[src/rtl/mem_arb_pkg.sv]
// Shared types for the memory-port arbiter: FSM states, grant encoding and
// the width of the fetch starvation counter.
package mem_arb_pkg;

    // Wide enough for the largest legal MAX_WAIT (15).
    localparam int WAIT_W = 4;

    typedef enum logic [1:0] {
        IDLE = 2'd0,
        BUSY = 2'd1,
        RESP = 2'd2
    } state_e;

    typedef enum logic {
        GNT_FETCH = 1'b0,
        GNT_DATA  = 1'b1
    } grant_e;

endpackage

[src/rtl/mem_port_arbiter_if.sv]
// Bundle of the fetch, data and memory-side signals around the arbiter.
// slave = the arbiter itself; master = the pipeline stages plus memory model.
interface mem_port_arbiter_if;

    logic        if_req;
    logic [31:0] if_addr;
    logic        if_ack;
    logic [31:0] if_rdata;

    logic        d_req;
    logic        d_write;
    logic [31:0] d_addr;
    logic [31:0] d_wdata;
    logic        d_ack;
    logic [31:0] d_rdata;

    logic        mem_mreq;
    logic        mem_write;
    logic [31:0] mem_addr;
    logic [31:0] mem_wr_data;
    logic [31:0] mem_rd_data;
    logic        mem_ready;
    logic        bus_err;

    modport slave (
        input  if_req, if_addr, d_req, d_write, d_addr, d_wdata, mem_rd_data, mem_ready,
        output if_ack, if_rdata, d_ack, d_rdata, mem_mreq, mem_write, mem_addr, mem_wr_data,
               bus_err
    );

    modport master (
        output if_req, if_addr, d_req, d_write, d_addr, d_wdata, mem_rd_data, mem_ready,
        input  if_ack, if_rdata, d_ack, d_rdata, mem_mreq, mem_write, mem_addr, mem_wr_data,
               bus_err
    );

endinterface

[src/rtl/arb_pick.sv]
// Combinational grant selection: data wins unless a waiting fetch has already
// lost MAX_WAIT consecutive arbitrations.
module arb_pick
    import mem_arb_pkg::*;
#(
    parameter int MAX_WAIT = 4
) (
    input  logic              if_req,
    input  logic              d_req,
    input  logic [WAIT_W-1:0] wait_cnt,
    output logic              grant_valid,
    output grant_e            grant
);

    localparam logic [WAIT_W-1:0] MAX_WAIT_C = WAIT_W'(MAX_WAIT);

    always_comb begin
        // NOTE: every output gets a default first so no path leaves it unassigned (no latch).
        grant_valid = if_req | d_req;
        grant       = GNT_FETCH;
        if (d_req && (!if_req || wait_cnt < MAX_WAIT_C)) begin
            grant = GNT_DATA;
        end
    end

endmodule

[src/rtl/mem_port_arbiter.sv]
// Serialises fetch and data accesses onto the single memory port (IDLE/BUSY/RESP).
// Optional macro ARB_TIMEOUT_EN aborts a BUSY access after TIMEOUT cycles with bus_err.
module mem_port_arbiter
    import mem_arb_pkg::*;
#(
    parameter int MAX_WAIT = 4,
    parameter int TIMEOUT  = 16
) (
    input logic               clk,
    input logic               rst_n,
    mem_port_arbiter_if.slave bus
);

    localparam logic [WAIT_W-1:0] MAX_WAIT_C = WAIT_W'(MAX_WAIT);

    if (MAX_WAIT < 1 || MAX_WAIT > 15) begin : g_bad_max_wait
        $error("mem_port_arbiter: MAX_WAIT must be in 1..15");
    end
    if (TIMEOUT < 1) begin : g_bad_timeout
        $error("mem_port_arbiter: TIMEOUT must be at least 1");
    end

    state_e            state;
    grant_e            gnt_q;
    logic              write_q;
    logic [WAIT_W-1:0] wait_cnt;

    logic   pick_valid;
    grant_e pick_gnt;

    logic        resp_done;
    logic        resp_err;
    logic [31:0] resp_data;

    arb_pick #(.MAX_WAIT(MAX_WAIT)) u_pick (
        .if_req      (bus.if_req),
        .d_req       (bus.d_req),
        .wait_cnt    (wait_cnt),
        .grant_valid (pick_valid),
        .grant       (pick_gnt)
    );

`ifdef ARB_TIMEOUT_EN
    localparam int               TO_W    = $clog2(TIMEOUT + 1);
    localparam logic [TO_W-1:0]  TO_LAST = TO_W'(TIMEOUT - 1);
    logic [TO_W-1:0] busy_cnt;
`endif

    // Completion of the current BUSY access: memory handshake, or an abort.
    always_comb begin
        resp_done = bus.mem_ready;
        resp_err  = 1'b0;
        resp_data = bus.mem_rd_data;
`ifdef ARB_TIMEOUT_EN
        if (!bus.mem_ready && busy_cnt == TO_LAST) begin
            resp_done = 1'b1;
            resp_err  = 1'b1;
            resp_data = '0;
        end
`endif
    end

    always_ff @(posedge clk or negedge rst_n) begin
        if (!rst_n) begin
            state           <= IDLE;
            gnt_q           <= GNT_FETCH;
            write_q         <= 1'b0;
            wait_cnt        <= '0;
            bus.if_ack      <= 1'b0;
            bus.if_rdata    <= '0;
            bus.d_ack       <= 1'b0;
            bus.d_rdata     <= '0;
            bus.mem_mreq    <= 1'b0;
            bus.mem_write   <= 1'b0;
            bus.mem_addr    <= '0;
            bus.mem_wr_data <= '0;
            bus.bus_err     <= 1'b0;
`ifdef ARB_TIMEOUT_EN
            busy_cnt        <= '0;
`endif
        end else begin
            // NOTE: non-blocking assignments throughout, so every register samples pre-edge values.
            bus.if_ack  <= 1'b0;
            bus.d_ack   <= 1'b0;
            bus.bus_err <= 1'b0;
            case (state)
                IDLE: begin
                    if (!bus.if_req || pick_gnt == GNT_FETCH) begin
                        wait_cnt <= '0;
                    end else if (wait_cnt != MAX_WAIT_C) begin
                        wait_cnt <= wait_cnt + 1'b1;
                    end
                    if (pick_valid) begin
                        state        <= BUSY;
                        gnt_q        <= pick_gnt;
                        bus.mem_mreq <= 1'b1;
`ifdef ARB_TIMEOUT_EN
                        busy_cnt     <= '0;
`endif
                        if (pick_gnt == GNT_DATA) begin
                            write_q         <= bus.d_write;
                            bus.mem_write   <= bus.d_write;
                            bus.mem_addr    <= bus.d_addr;
                            bus.mem_wr_data <= bus.d_write ? bus.d_wdata : '0;
                        end else begin
                            write_q         <= 1'b0;
                            bus.mem_write   <= 1'b0;
                            bus.mem_addr    <= bus.if_addr;
                            bus.mem_wr_data <= '0;
                        end
                    end
                end
                BUSY: begin
                    if (resp_done) begin
                        state           <= RESP;
                        bus.mem_mreq    <= 1'b0;
                        bus.mem_write   <= 1'b0;
                        bus.mem_wr_data <= '0;
                        bus.bus_err     <= resp_err;
                        if (gnt_q == GNT_DATA) begin
                            bus.d_ack   <= 1'b1;
                            bus.d_rdata <= write_q ? '0 : resp_data;
                        end else begin
                            bus.if_ack   <= 1'b1;
                            bus.if_rdata <= resp_data;
                        end
                    end
`ifdef ARB_TIMEOUT_EN
                    else begin
                        busy_cnt <= busy_cnt + 1'b1;
                    end
`endif
                end
                RESP: begin
                    state <= IDLE;
                end
                default: begin
                    state <= IDLE;
                end
            endcase
        end
    end

endmodule

[src/flat_wrapper.sv]
// flat-port wrapper written by rule: the top's interface ports become plain ports
module mem_port_arbiter_flat import mem_arb_pkg::*;
#(
    parameter int MAX_WAIT = 4,
    parameter int TIMEOUT  = 16
)
  (clk, rst_n, bus_if_req, bus_if_addr, bus_d_req, bus_d_write, bus_d_addr, bus_d_wdata, bus_mem_rd_data, bus_mem_ready, bus_if_ack, bus_if_rdata, bus_d_ack, bus_d_rdata, bus_mem_mreq, bus_mem_write, bus_mem_addr, bus_mem_wr_data, bus_bus_err);
  mem_port_arbiter_if bus_i ();
  input logic clk;
  input logic rst_n;
  input wire logic [$bits(bus_i.if_req)-1:0] bus_if_req;
  input wire logic [$bits(bus_i.if_addr)-1:0] bus_if_addr;
  input wire logic [$bits(bus_i.d_req)-1:0] bus_d_req;
  input wire logic [$bits(bus_i.d_write)-1:0] bus_d_write;
  input wire logic [$bits(bus_i.d_addr)-1:0] bus_d_addr;
  input wire logic [$bits(bus_i.d_wdata)-1:0] bus_d_wdata;
  input wire logic [$bits(bus_i.mem_rd_data)-1:0] bus_mem_rd_data;
  input wire logic [$bits(bus_i.mem_ready)-1:0] bus_mem_ready;
  output wire logic [$bits(bus_i.if_ack)-1:0] bus_if_ack;
  output wire logic [$bits(bus_i.if_rdata)-1:0] bus_if_rdata;
  output wire logic [$bits(bus_i.d_ack)-1:0] bus_d_ack;
  output wire logic [$bits(bus_i.d_rdata)-1:0] bus_d_rdata;
  output wire logic [$bits(bus_i.mem_mreq)-1:0] bus_mem_mreq;
  output wire logic [$bits(bus_i.mem_write)-1:0] bus_mem_write;
  output wire logic [$bits(bus_i.mem_addr)-1:0] bus_mem_addr;
  output wire logic [$bits(bus_i.mem_wr_data)-1:0] bus_mem_wr_data;
  output wire logic [$bits(bus_i.bus_err)-1:0] bus_bus_err;
  assign bus_i.if_req = bus_if_req;
  assign bus_i.if_addr = bus_if_addr;
  assign bus_i.d_req = bus_d_req;
  assign bus_i.d_write = bus_d_write;
  assign bus_i.d_addr = bus_d_addr;
  assign bus_i.d_wdata = bus_d_wdata;
  assign bus_i.mem_rd_data = bus_mem_rd_data;
  assign bus_i.mem_ready = bus_mem_ready;
  assign bus_if_ack = bus_i.if_ack;
  assign bus_if_rdata = bus_i.if_rdata;
  assign bus_d_ack = bus_i.d_ack;
  assign bus_d_rdata = bus_i.d_rdata;
  assign bus_mem_mreq = bus_i.mem_mreq;
  assign bus_mem_write = bus_i.mem_write;
  assign bus_mem_addr = bus_i.mem_addr;
  assign bus_mem_wr_data = bus_i.mem_wr_data;
  assign bus_bus_err = bus_i.bus_err;
  mem_port_arbiter #(.MAX_WAIT(MAX_WAIT), .TIMEOUT(TIMEOUT)) u_core (.clk(clk), .rst_n(rst_n), .bus(bus_i));
endmodule
[config.mk]
export PLATFORM = sky130hd
export DESIGN_NAME = mem_port_arbiter_flat
export DESIGN_NICKNAME = d
export VERILOG_FILES = /design/src/rtl/mem_arb_pkg.sv /design/src/rtl/mem_port_arbiter_if.sv /design/src/rtl/arb_pick.sv /design/src/rtl/mem_port_arbiter.sv /design/src/flat_wrapper.sv
export SDC_FILE = /design/constraint.sdc
export NUM_CORES = 1
export LEC_CHECK = 0
export BUFFER_PORTS_ARGS = -buffer_cell sky130_fd_sc_hd__buf_2
export CORE_ASPECT_RATIO = 1.2
export CORE_MARGIN = 8
export CORE_UTILIZATION = 47
export DETAILED_ROUTE_END_ITERATION = 16
export PLACE_DENSITY = 0.8
export SLEW_MARGIN = 10
export SYNTH_ARGS = -nofsm -noshare
export SYNTH_HDL_FRONTEND = slang
export SYNTH_SLANG_ARGS = --single-unit
export TNS_END_PERCENT = 10
[constraint.sdc]
create_clock -name clk -period 3.69 [get_ports clk]
set_clock_uncertainty 0.15 [all_clocks]
set_input_delay 0.738 -clock clk [delete_from_list [all_inputs] [get_ports clk]]
set_output_delay 0.738 -clock clk [all_outputs]
set_load 0.02 [all_outputs]
==> flow_summary_export.csv <==
group,metric,value,unit
floorplanning,io_pins,267,
clock_tree,cts_root_buf,"clkbuf_16",
worst_setup_path,critPathLaunch,"u_core.state[0]",
clock_tree,clock_tree.buffer_depth,2,
placement,dpl_worst_slack,1180,ps
worst_setup_path,worst_r2r_path_depth,5,
worst_setup_path,endpoint_kind,"flip-flop",
worst_setup_path,crit_chain,"nor2_2 > buf_4 > and4_1 > buf_4 > a22o_1",
power,powerDensity,892,nW/um^2
synthesis,ys_seq_elements,140,
floorplanning,core,12600,sq um
worst_setup_path,startpoint_type,"flip-flop",
clock_tree,clk_pin_slew,70,ps
finish,fin_cells,934,
grt,grt_start_max_net_pins,75,
worst_setup_path,cp_num_buf_inv,2,
clock_tree,cts_tree,"done",
clock_tree,clk_latency,410,ps
placement,gp_congestion,0.816,
floorplanning,fp.dieW,119,microns
sta,finalSetupViolCount,0,
clock_tree,ctsHtreeMaxLevel,4,
worst_setup_path,cp_slowest_cell,"dfrtp_1",
worst_setup_path,crit_family,"buffers and inverters",
worst_setup_path,critPathMaxStageDelay,450,ps
sta,rsz0062_at_grt,"no",
placement,dp.cells,902,
clock_tree,cts_inserted_buffers,17,
finish,diodes,0,
detailed_routing,vias,5057,
worst_setup_path,worstSetupPathType,"reg2reg",
job,maxCapViolCount,0,
synthesis,ys_types,37,
placement,dp_hpwl,12500,microns
clock_tree,post_cts_buffers,0,
status,status,"finished clean",
finish,drive_above_1_share,48.2,%
floorplanning,die_y,140,microns
synthesis,synth-seq-area-share,58.4,%
grt,antenna_found_initial,1,
placement,io_buffers,265,
power,vdd_ir_drop_max,0.400,mV
grt,grt_pass1_wl,28000,microns
sta,slew_violations,0,
detailed_routing,ant_nets,0,
synthesis,netlist.area_leader.share,58.4,%
floorplanning,std_cell_rows,45,
sta,timing.fmax,0.435,GHz
detailed_routing,routedWlPerCell,18.5,microns
floorplanning,die_area,16700,sq um
synthesis,synthTopCellsByArea,"dfrtp_1 58%, a31oi_2 6.3%, mux2_2 6.0%",
sta,finalSetupTns,0,ps
sta,min_period_over_period,62.3,%
finish,num-nets-final,893,
worst_setup_path,cp.required,3880,ps
synthesis,synth_edf_count,0,
synthesis,syn_area_per_cell,11.7,sq um
synthesis,yosys.area.top_type,"dfrtp_1",
worst_setup_path,reg2reg_from,"u_core.state[0]",
detailed_routing,drt_iter0_drc,343,
synthesis,synthArstFlopShare,100,%
worst_setup_path,reg2reg_to,"u_core.bus.mem_wr_data[27]",
synthesis,syn_nets,648,
synthesis,synth_most_common_cell,"dfrtp_1",
sta,report.final.hold_viol_count,0,
power,finalPower,7.08,mW
worst_setup_path,cp_max_fo,34,
synthesis,yosys_warnings,0,
finish,syn2layout_area_growth,32.2,%
grt,grt_overflow,0,
detailed_routing,routed_via_density,5.41,
power,p_leak,3.95,nW
synthesis,synthTopCellsByCount,"140 x dfrtp_1, 63 x o21ai_0, 36 x nand2_1",
sta,period_needed,2300,ps
sta,tightest_slew,1040,ps
clock_tree,cts_sinks,140,
synthesis,syn_inst,512,
grt,grt_util_all_layers,20.6,%
detailed_routing,drc,0,
hold_path,holdCritPathClass,"in2async",
detailed_routing,dr.pass1.iters,4,
floorplanning,start_util,47.8,%
clock_tree,cts_hold_buffers,0,
synthesis,synth_area,6000,sq um
sta,relSlewSlack,30.9,%
synthesis,ys.flop_type,"dfrtp_1",
sta,hold_ws,162,ps
clock_tree,ctsResizeCount,0,
grt,first_global_vias,5374,
worst_setup_path,worstPathArrival,2480,ps
worst_setup_path,cp_common_cell,"buf_4",
worst_setup_path,ff2ff_setup_slack,1390,ps
sta,fin_ws,1390,ps
detailed_routing,drt-total-wl,17200,microns
## sequential cells by signal, summed over array words and instances (netlist names)
register	count
u_core.bus.mem_mreq	1
u_core.gnt_q	1
u_core.bus.d_ack	1
u_core.bus.if_rdata	32
u_core.state	2
u_core.write_q	1
u_core.bus.mem_addr	32
u_core.bus.mem_write	1
u_core.bus.mem_wr_data	32
u_core.wait_cnt	4
u_core.bus.if_ack	1
u_core.bus.d_rdata	32
## cells by family after synthesis
group	share of synthesized area, %
other	0.0625
and+or+nand+nor	9.84
adders and majority gates	0.417
DFF	58.4
buffers and inverters	4.84
muxes	6.01
AOI/OAI and AO/OA	20.5
## through the flow
stage | cell area [sq um] | util, %
final | 7930 | 63.2
after global routing | 7930 | 63.2
after CTS | 7930 | 63.2
after detailed placement | 7340 | 58.5
after global placement | 7340 | 58.5
after floorplan | 6000 | -
## worst max path at each step
stage,end,depth (start not counted)
4_1_cts,u_core.bus.mem_wr_data[27],5
3_5_place_dp,u_core.bus.if_rdata[9],4
5_1_grt,u_core.bus.mem_wr_data[12],5
6_report,u_core.bus.mem_wr_data[27],5
2_1_floorplan,u_core.bus.mem_addr[10],7
3_3_place_gp,u_core.bus.if_rdata[8],4
## final cells by class
class	instances	area [sq um]
fillers	987	4620
repair buffers	272	1400
flip-flops and latches	140	3500
clock buffers	18	439
clock inverters	14	149
multi-input cells	320	2210
inverters	6	22.5
well taps	164	205
## placed cells by master (no fill, tap or decap), types with 2 or more instances in the layout
| cell type | n |
|---|---|
| a22o_1 | 33 |
| buf_2 | 264 |
| clkbuf_16 | 17 |
| a31oi_2 | 30 |
| nand3_1 | 32 |
| mux2_2 | 32 |
| inv_1 | 6 |
| buf_4 | 6 |
| a21o_1 | 2 |
| nand2_1 | 36 |
| clkinvlp_4 | 4 |
| inv_8 | 4 |
| dfrtp_1 | 140 |
| o21ai_0 | 63 |
| ha_1 | 2 |
| a31oi_1 | 2 |
| o21ai_1 | 3 |
| nor2_1 | 2 |
| a21oi_1 | 32 |
| nand2b_1 | 33 |
| inv_6 | 4 |
## power by group
part / internal [mW] / switching, mW / total, mW
clock: 0.973 / 0.710 / 1.68
combinational: 1.07 / 1.76 / 2.83
sequential: 2.16 / 0.403 / 2.57
## layer usage
layer / track usage (%) / up-vias / share of wire, %
met2: 33.3 / 245 / 49
li1: - / 2311 / -
met1: 24.7 / 2477 / 41
met5: 0 / - / 0.070
met3: 8.22 / 22 / 8.7
met4: 6.14 / 2 / 1.4
Power figures use the tool's default switching activity.
